<file path="config.mk">
export PLATFORM = sky130hd
export DESIGN_NAME = alu_share_arbiter
export DESIGN_NICKNAME = d
export VERILOG_FILES = /design/src/rtl/alu_share_arbiter.sv
export SDC_FILE = /design/constraint.sdc
export NUM_CORES = 1
export LEC_CHECK = 0
export CAP_MARGIN = 20
export CORE_ASPECT_RATIO = 0.8
export CORE_MARGIN = 8
export CORE_UTILIZATION = 39
export CTS_BUF_LIST = sky130_fd_sc_hd__clkbuf_4
export CTS_CLUSTER_SIZE = 14
export DETAILED_ROUTE_END_ITERATION = 16
export HOLD_SLACK_MARGIN = 0.15
export PLACE_DENSITY = 0.91
export SETUP_SLACK_MARGIN = 0.02
export SLEW_MARGIN = 20
export SYNTH_ARGS = -nofsm -noshare
export SYNTH_HDL_FRONTEND = slang
export SYNTH_SLANG_ARGS = --single-unit
</file>
<file path="constraint.sdc">
create_clock -name clk -period 2.29 [get_ports clk]
set_clock_uncertainty 0.2 [all_clocks]
set_input_delay 0.458 -clock clk [delete_from_list [all_inputs] [get_ports clk]]
set_output_delay 0.458 -clock clk [all_outputs]
set_load 0.05 [all_outputs]
</file>
<file path="src/rtl/alu_share_arbiter.sv">
// Two-port arbiter sharing one external ALU: accept one request, register operands, capture result.
// Optional macro ALU_ARB_RR_EN selects round-robin tie-breaking; default is fixed priority (port 0).
module alu_share_arbiter #(
    parameter int WIDTH = 32
) (
    input  logic             clk,
    input  logic             rst_n,
    input  logic [1:0]       req_valid,
    output logic [1:0]       req_ready,
    input  logic [WIDTH-1:0] req_a0,
    input  logic [WIDTH-1:0] req_b0,
    input  logic [3:0]       req_ctrl0,
    input  logic [WIDTH-1:0] req_a1,
    input  logic [WIDTH-1:0] req_b1,
    input  logic [3:0]       req_ctrl1,
    output logic [1:0]       rsp_valid,
    output logic [WIDTH-1:0] rsp_result,
    output logic             rsp_zero,
    output logic [WIDTH-1:0] alu_a,
    output logic [WIDTH-1:0] alu_b,
    output logic [3:0]       alu_ctrl,
    input  logic [WIDTH-1:0] alu_result,
    input  logic             alu_zero,
    output logic             busy,
    output logic             grant_id
);

    typedef enum logic {
        IDLE = 1'b0,
        EXEC = 1'b1
    } state_t;

    state_t state_reg, state_next;

    logic [WIDTH-1:0] alu_a_reg, alu_b_reg;
    logic [3:0]       alu_ctrl_reg;
    logic [WIDTH-1:0] rsp_result_reg;
    logic             rsp_zero_reg;
    logic [1:0]       rsp_valid_reg;
    logic             grant_id_reg;

    // Per-port operand views so the accept path can be indexed by the winner.
    logic [WIDTH-1:0] port_a [2];
    logic [WIDTH-1:0] port_b [2];
    logic [3:0]       port_ctrl [2];

    assign port_a[0]    = req_a0;
    assign port_b[0]    = req_b0;
    assign port_ctrl[0] = req_ctrl0;
    assign port_a[1]    = req_a1;
    assign port_b[1]    = req_b1;
    assign port_ctrl[1] = req_ctrl1;

    logic grant_sel;
    logic can_accept;
    logic accept;

`ifdef ALU_ARB_RR_EN
    logic last_grant_reg;

    always_ff @(posedge clk) begin
        if (!rst_n) begin
            last_grant_reg <= 1'b1;
        end else if (accept) begin
            last_grant_reg <= grant_sel;
        end
    end

    always_comb begin
        grant_sel = 1'b0;
        if (req_valid == 2'b11) begin
            grant_sel = ~last_grant_reg;
        end else begin
            grant_sel = ~req_valid[0];
        end
    end
`else
    // Port 0 wins whenever it is valid; port 1 only when it is alone.
    always_comb begin
        grant_sel = 1'b0;
        if (!req_valid[0]) begin
            grant_sel = 1'b1;
        end
    end
`endif

    assign can_accept = rst_n && (state_reg == IDLE) && (req_valid != 2'b00);
    assign accept     = can_accept;

    genvar gi;
    generate
        for (gi = 0; gi < 2; gi++) begin : g_ready
            assign req_ready[gi] = can_accept && (grant_sel == 1'(gi));
        end
    endgenerate

    always_ff @(posedge clk) begin
        if (!rst_n) begin
            state_reg <= IDLE;
        end else begin
            state_reg <= state_next;
        end
    end

    always_comb begin
        state_next = state_reg;
        case (state_reg)
            IDLE:    if (accept) state_next = EXEC;
            EXEC:    state_next = IDLE;
            default: state_next = IDLE;
        endcase
    end

    always_ff @(posedge clk) begin
        if (!rst_n) begin
            alu_a_reg      <= '0;
            alu_b_reg      <= '0;
            alu_ctrl_reg   <= '0;
            grant_id_reg   <= 1'b0;
            rsp_result_reg <= '0;
            rsp_zero_reg   <= 1'b0;
            rsp_valid_reg  <= 2'b00;
        end else begin
            rsp_valid_reg <= 2'b00;
            if (state_reg == IDLE) begin
                if (accept) begin
                    alu_a_reg    <= port_a[grant_sel];
                    alu_b_reg    <= port_b[grant_sel];
                    alu_ctrl_reg <= port_ctrl[grant_sel];
                    grant_id_reg <= grant_sel;
                end
            end else begin
                rsp_result_reg               <= alu_result;
                rsp_zero_reg                 <= alu_zero;
                rsp_valid_reg[grant_id_reg]  <= 1'b1;
            end
        end
    end

    assign alu_a      = alu_a_reg;
    assign alu_b      = alu_b_reg;
    assign alu_ctrl   = alu_ctrl_reg;
    assign grant_id   = grant_id_reg;
    assign rsp_result = rsp_result_reg;
    assign rsp_zero   = rsp_zero_reg;
    assign rsp_valid  = rsp_valid_reg;
    assign busy       = (state_reg == EXEC);

endmodule

</file>
# Word level (Yosys, flattened, before mapping)
# Cells that the tools add are included.
[word_totals]
reg_bits = 105
output_inout_bits = 107
elab_cells = 35
[classes]
order_cmp = 3
muxes = 14
bitwise_logic = 2
reduce_logical = 8
[ops]
columns = ["operator", "count"]
rows = [
  ["2-to-1 mux 32 bit", 6],
  ["2-to-1 mux 4 bit", 3],
  ["logical AND 1 bit", 5],
  ["AND reduction 2 bit", 2],
  ["2-to-1 mux 1 bit", 3],
  [">= comparator 2 bit, second input constant", 1],
  ["< comparator 1 x 2 -> 1 bit, second input constant", 1],
  ["inverter 1 -> 2 bit", 1],
  ["case mux 1 bit (2 select lines)", 1],
  ["nonzero test 2 bit", 1],
  ["demux 1 bit (select 1 bit)", 1],
  [">= comparator 1 bit, second input constant", 1],
  ["inverter 1 bit", 1],
]

# Longest topological paths before layout
[logic_depth]
word_depth = 5
mapped_depth = 7

# Worst setup path after synthesis
# No wires, ideal clock.
[synth_path]
path_kind = "reg2out"
start = "register state_reg, in the netlist busy"
end = "output port req_ready[1]"
t_arrival_ns = 2.126
required_time_ns = 1.632
setup_slack_ns = -0.494
stages_incl_launch_ff = 8
path_buffers = 4
path_cell_list = "dfxtp_1 buf_2 nor2b_1 buf_2 and2_4 buf_12 buf_8 nor2b_1"
[synth_between]
elab_chain_len = 4
[synth_lines]
columns = ["item", "line", "source"]
rows = [
  ["from (decl)", "33", "state_t state_reg, state_next;"],
  ["from (signal assigned)", "101", "state_reg <= state_next;"],
  ["inverter 1 bit", "87", "assign can_accept = rst_n && (state_reg == IDLE) && (req_valid != 2'b00);"],
  ["logical AND 1 bit (2 in a row)", "87", ""],
  ["logical AND 1 bit", "93", "assign req_ready[gi] = can_accept && (grant_sel == 1'(gi));"],
  ["to (decl)", "9", "output logic [1:0] req_ready,"],
]
# No other way between the ends.

# Worst setup path after layout
[layout_path]
start = "input port req_valid[1]"
end = "output port req_ready[1]"
[layout_between]
elab_chain_len = 3
[layout_lines]
columns = ["item", "line", "source"]
rows = [
  ["from (decl)", "8", "input logic [1:0] req_valid,"],
  ["nonzero test 2 bit", "87", ""],
  ["logical AND 1 bit", "87", ""],
  ["logical AND 1 bit", "93", ""],
]
# No other way between the ends.

==> results by group <==
Run status
  – Status: completed

GRT
  – Gr usage total: 19.1%
  – Grt total ovfl: 0
  – Largest net degree at the start of global routing: 57
  – First-pass GRT wire length: 24.7 mm
  – Vias in the first global route: 4715
  – Antenna violations before repair: 0

Flow run
  – # Max-Cap Violations: 0

Final layout
  – Synthesis-to-finish area growth: 61.0%
  – Design Area, Final: a little under 8000 um^2
  – N_diodes: 0
  – Layout Cells excl Fill: 851
  – Share of post-route cells with drive strength above 1: 16.2%
  – Fillers: 977
  – Nets@finish: about 870

Worst setup path
  – Type of the worst setup path: input pin to output pin
  – Reg2reg start: busy
  – CP Buf/Inv Count: 2
  – Worst-path cell chain: clkdlybuf4s50_1 -> or2_4 -> and2_4 -> nor2b_4 -> buf_12
  – Crit-path slowest cell: clkdlybuf4s50_1
  – Worst Setup Start Kind: input pin
  – CP top delay family: buffers and inverters
  – CP Max Fanout: 2
  – CP endpoint kind: output pin
  – Setup slack, reg-to-reg: 0.73 ns
  – Data arrival, critical path: ~1.5 ns
  – Worst Reg-to-Reg Cells: 5
  – Critical Path RT: 1.63 ns
  – Worst r2r dst: alu_b[8]
  – CP max stage delay: 0.40 ns

Placement
  – Place WS: -0.0634 ns
  – DP Wirelength: 12.6 mm
  – IO Port Bufs: 279
  – Placed cell areas: just under 8000 um^2
  – GP Congestion: 0.845
  – Placed cells: 834

STA
  – Slew Viols, Final: 0
  – Fin crit share: 95.9%
  – Post-route setup slack: about 0.093 ns
  – Final Setup Violations: 0
  – RSZ-0062 raised after global routing: false
  – Slew HR: 62.6%
  – Worst-margin pin slew: about 0.56 ns
  – Post-layout min period: 2.20 ns
  – Max Fclk: roughly 0.46 GHz
  – Final hold violation count: 0

Synthesis
  – Mapped Cells: between 400 and 500
  – Mux contribution to synthesized area: a little over a fifth
  – Synth top area share: 43.6%
  – Synth top cells by count: 105 x dfxtp_1, 101 x mux2i_1, 69 x a21oi_1, 68 x a211oi_2, 34 x nor2_1
  – Synth Area in Adders: 0%
  – Largest family of logic cells by synthesized area: compound AO/OA/AOI/OAI gates
  – Post-synth top area cell: dfxtp_1
  – Top FF cell, synth: dfxtp_1
  – XOR/XNOR share of the synthesized area: 0%
  – Number of flops mapped to enable cells by yosys: 0
  – Mapped Area: 4820 um^2
  – Simple logic cell fraction of the synthesized area: 3.66%
  – Async SR Flop Fraction: 0%
  – Compound-cell area share of the yosys netlist: 24.8%
  – Synth cell types: 19
  – Most frequent cell after synthesis: dfxtp_1
  – Yosys reg bits: 105
  – Area contributors post-synth: dfxtp_1 44%, mux2i_1 21%, a211oi_2 18%, a21oi_1 7.2%, buf_12 2.9%
  – YS warnings: 0
  – Syn Area/Cell: 11.1 um^2
  – Synthesized netlist net count: about 600
  – Seq/Total Area, Yosys: between 40% and 50%

Clock network
  – Worst-path clk slew: 0.17 ns
  – CTS tree: yes
  – Clock latency on the worst-skew pair: 0.44 ns
  – # H-tree levels: 3
  – Clk sink count: roughly 110
  – TritonCTS Buffers: 9
  – CTS Buffer Depth: 2
  – Root Driver: clkbuf_4

Hold path
  – Hold path cells: 1
  – Hold Crit Endpoint: rsp_valid[0]
  – HP Class: flip-flop to flip-flop
  – Origin of the worst min-delay path: grant_id

Power
  – Cell Pwr Density: ~610 nW/um^2
  – Leakage power: 3.37 nW
  – Worst IR Drop VDD: 475 uV

Routing
  – Total number of vias: 4340
  – DRC Markers: 0
  – Post-Route WL: 16.1 mm
  – Via density: 5.10
  – Avg WL per Cell: 18.9 um
  – Final ANT Viol Nets: 0
  – Initial DRC count: 147
  – TritonRoute pass-1 iters: 4

Die
  – Die width: 140 um
  – Height of the die: 115 um
  – Core area: ~12000 um^2
  – I/O pins: 280
  – Initial Utilization: 39.8%
  – Row cnt: 36
  – Die Area: 16200 um^2
==> power breakdown <==
part / total, mW / switching, mW / internal [mW]
Sequential: 2.04 / 0.0674 / 1.97
Combinational: 1.61 / 0.966 / 0.645
Clock: 1.08 / 0.626 / 0.453
Total: 4.73 / 1.66 / 3.07
==> worst max path at each step <==
stage / from / to / slack (ns) / depth (start not counted)
2_1_floorplan: busy / req_ready[1] / 0.02 / 7
3_3_place_gp: rst_n / req_ready[1] / -0.04 / 5
3_5_place_dp: rst_n / req_ready[1] / -0.06 / 5
4_1_cts: req_valid[1] / req_ready[1] / 0.02 / 5
5_1_grt: req_valid[1] / req_ready[1] / 0.06 / 5
6_report: req_valid[1] / req_ready[1] / 0.09 / 5
==> worst reg2reg max path: cells and delay by family (launching register included) <==
kind                   cells  cell delay (ns)
flip-flops                 1             0.37
AO/OA/AOI/OAI              2             0.35
AND/OR/NAND/NOR            1             0.16
buffers and inverters      2             0.40
==> placed cells by master (no fill, tap or decap) <==
cell type,netlist,routed
clkdlybuf4s50_1,0,170
dfxtp_1,105,104
dlygate4sd2_1,0,104
mux2i_1,101,101
a21oi_1,69,69
a211oi_2,68,68
nor2_1,34,34
buf_4,0,14
clkbuf_4,0,9
buf_12,7,8
inv_6,0,3
nor2b_4,0,2
bufinv_16,0,2
and2_1,1,1
or2_4,0,1
and2_4,1,1
inv_4,0,1
nand2_1,1,1
and3_1,1,1
nor3_1,1,1
dfxtp_2,0,1
clkinvlp_4,0,1
clkinv_2,0,1
buf_6,2,1
==> cell type report <==
cell class	instances	area, um^2	area share, %
well taps	152	190	2.45
clock inverters	7	98.8	1.27
repair buffers	297	2890	37.2
clock buffers	9	67.6	0.871
inverters	1	6.26	0.0807
flip-flops and latches	105	2100	27.1
multi-input cells	280	2400	31.0
==> timing repair <==
action | in CTS | in global routing
endpoints found under the setup margin | 105 | 2
resized for setup | 104 | 2
hold buffers | 0 | 0
buffers inserted | 1 | 0
==> layer usage <==
layer / part of all wire [%] / wire length, um / vias to the layer above / track usage (%)
met5: 0 / 0 / - / 0
met4: 1.8 / 285 / 0 / 5.27
met3: 9.0 / 1460 / 19 / 8.17
met2: 50 / 8020 / 179 / 34.6
met1: 39 / 6320 / 2041 / 19.9
li1: - / - / 2101 / -
==> cells by family after synthesis <==
logic type / Yosys count
buf+inv: 48
simple gates: 42
compound gates: 137
flops: 105
mux: 101
==> through the flow <==
stage,util (%),power [mW],hold WS (ns),setup TNS (ns)
global route,64.0,4.94,0.329,0
finish,64.0,4.73,0.302,0
floorplan,-,3.10,0.381,0
CTS,64.0,4.78,0.309,0
detailed placement,63.6,3.79,0.285,-0.0634
global placement,63.6,3.75,0.259,-0.0443
Note: power is estimated with default switching activity, not from simulation.
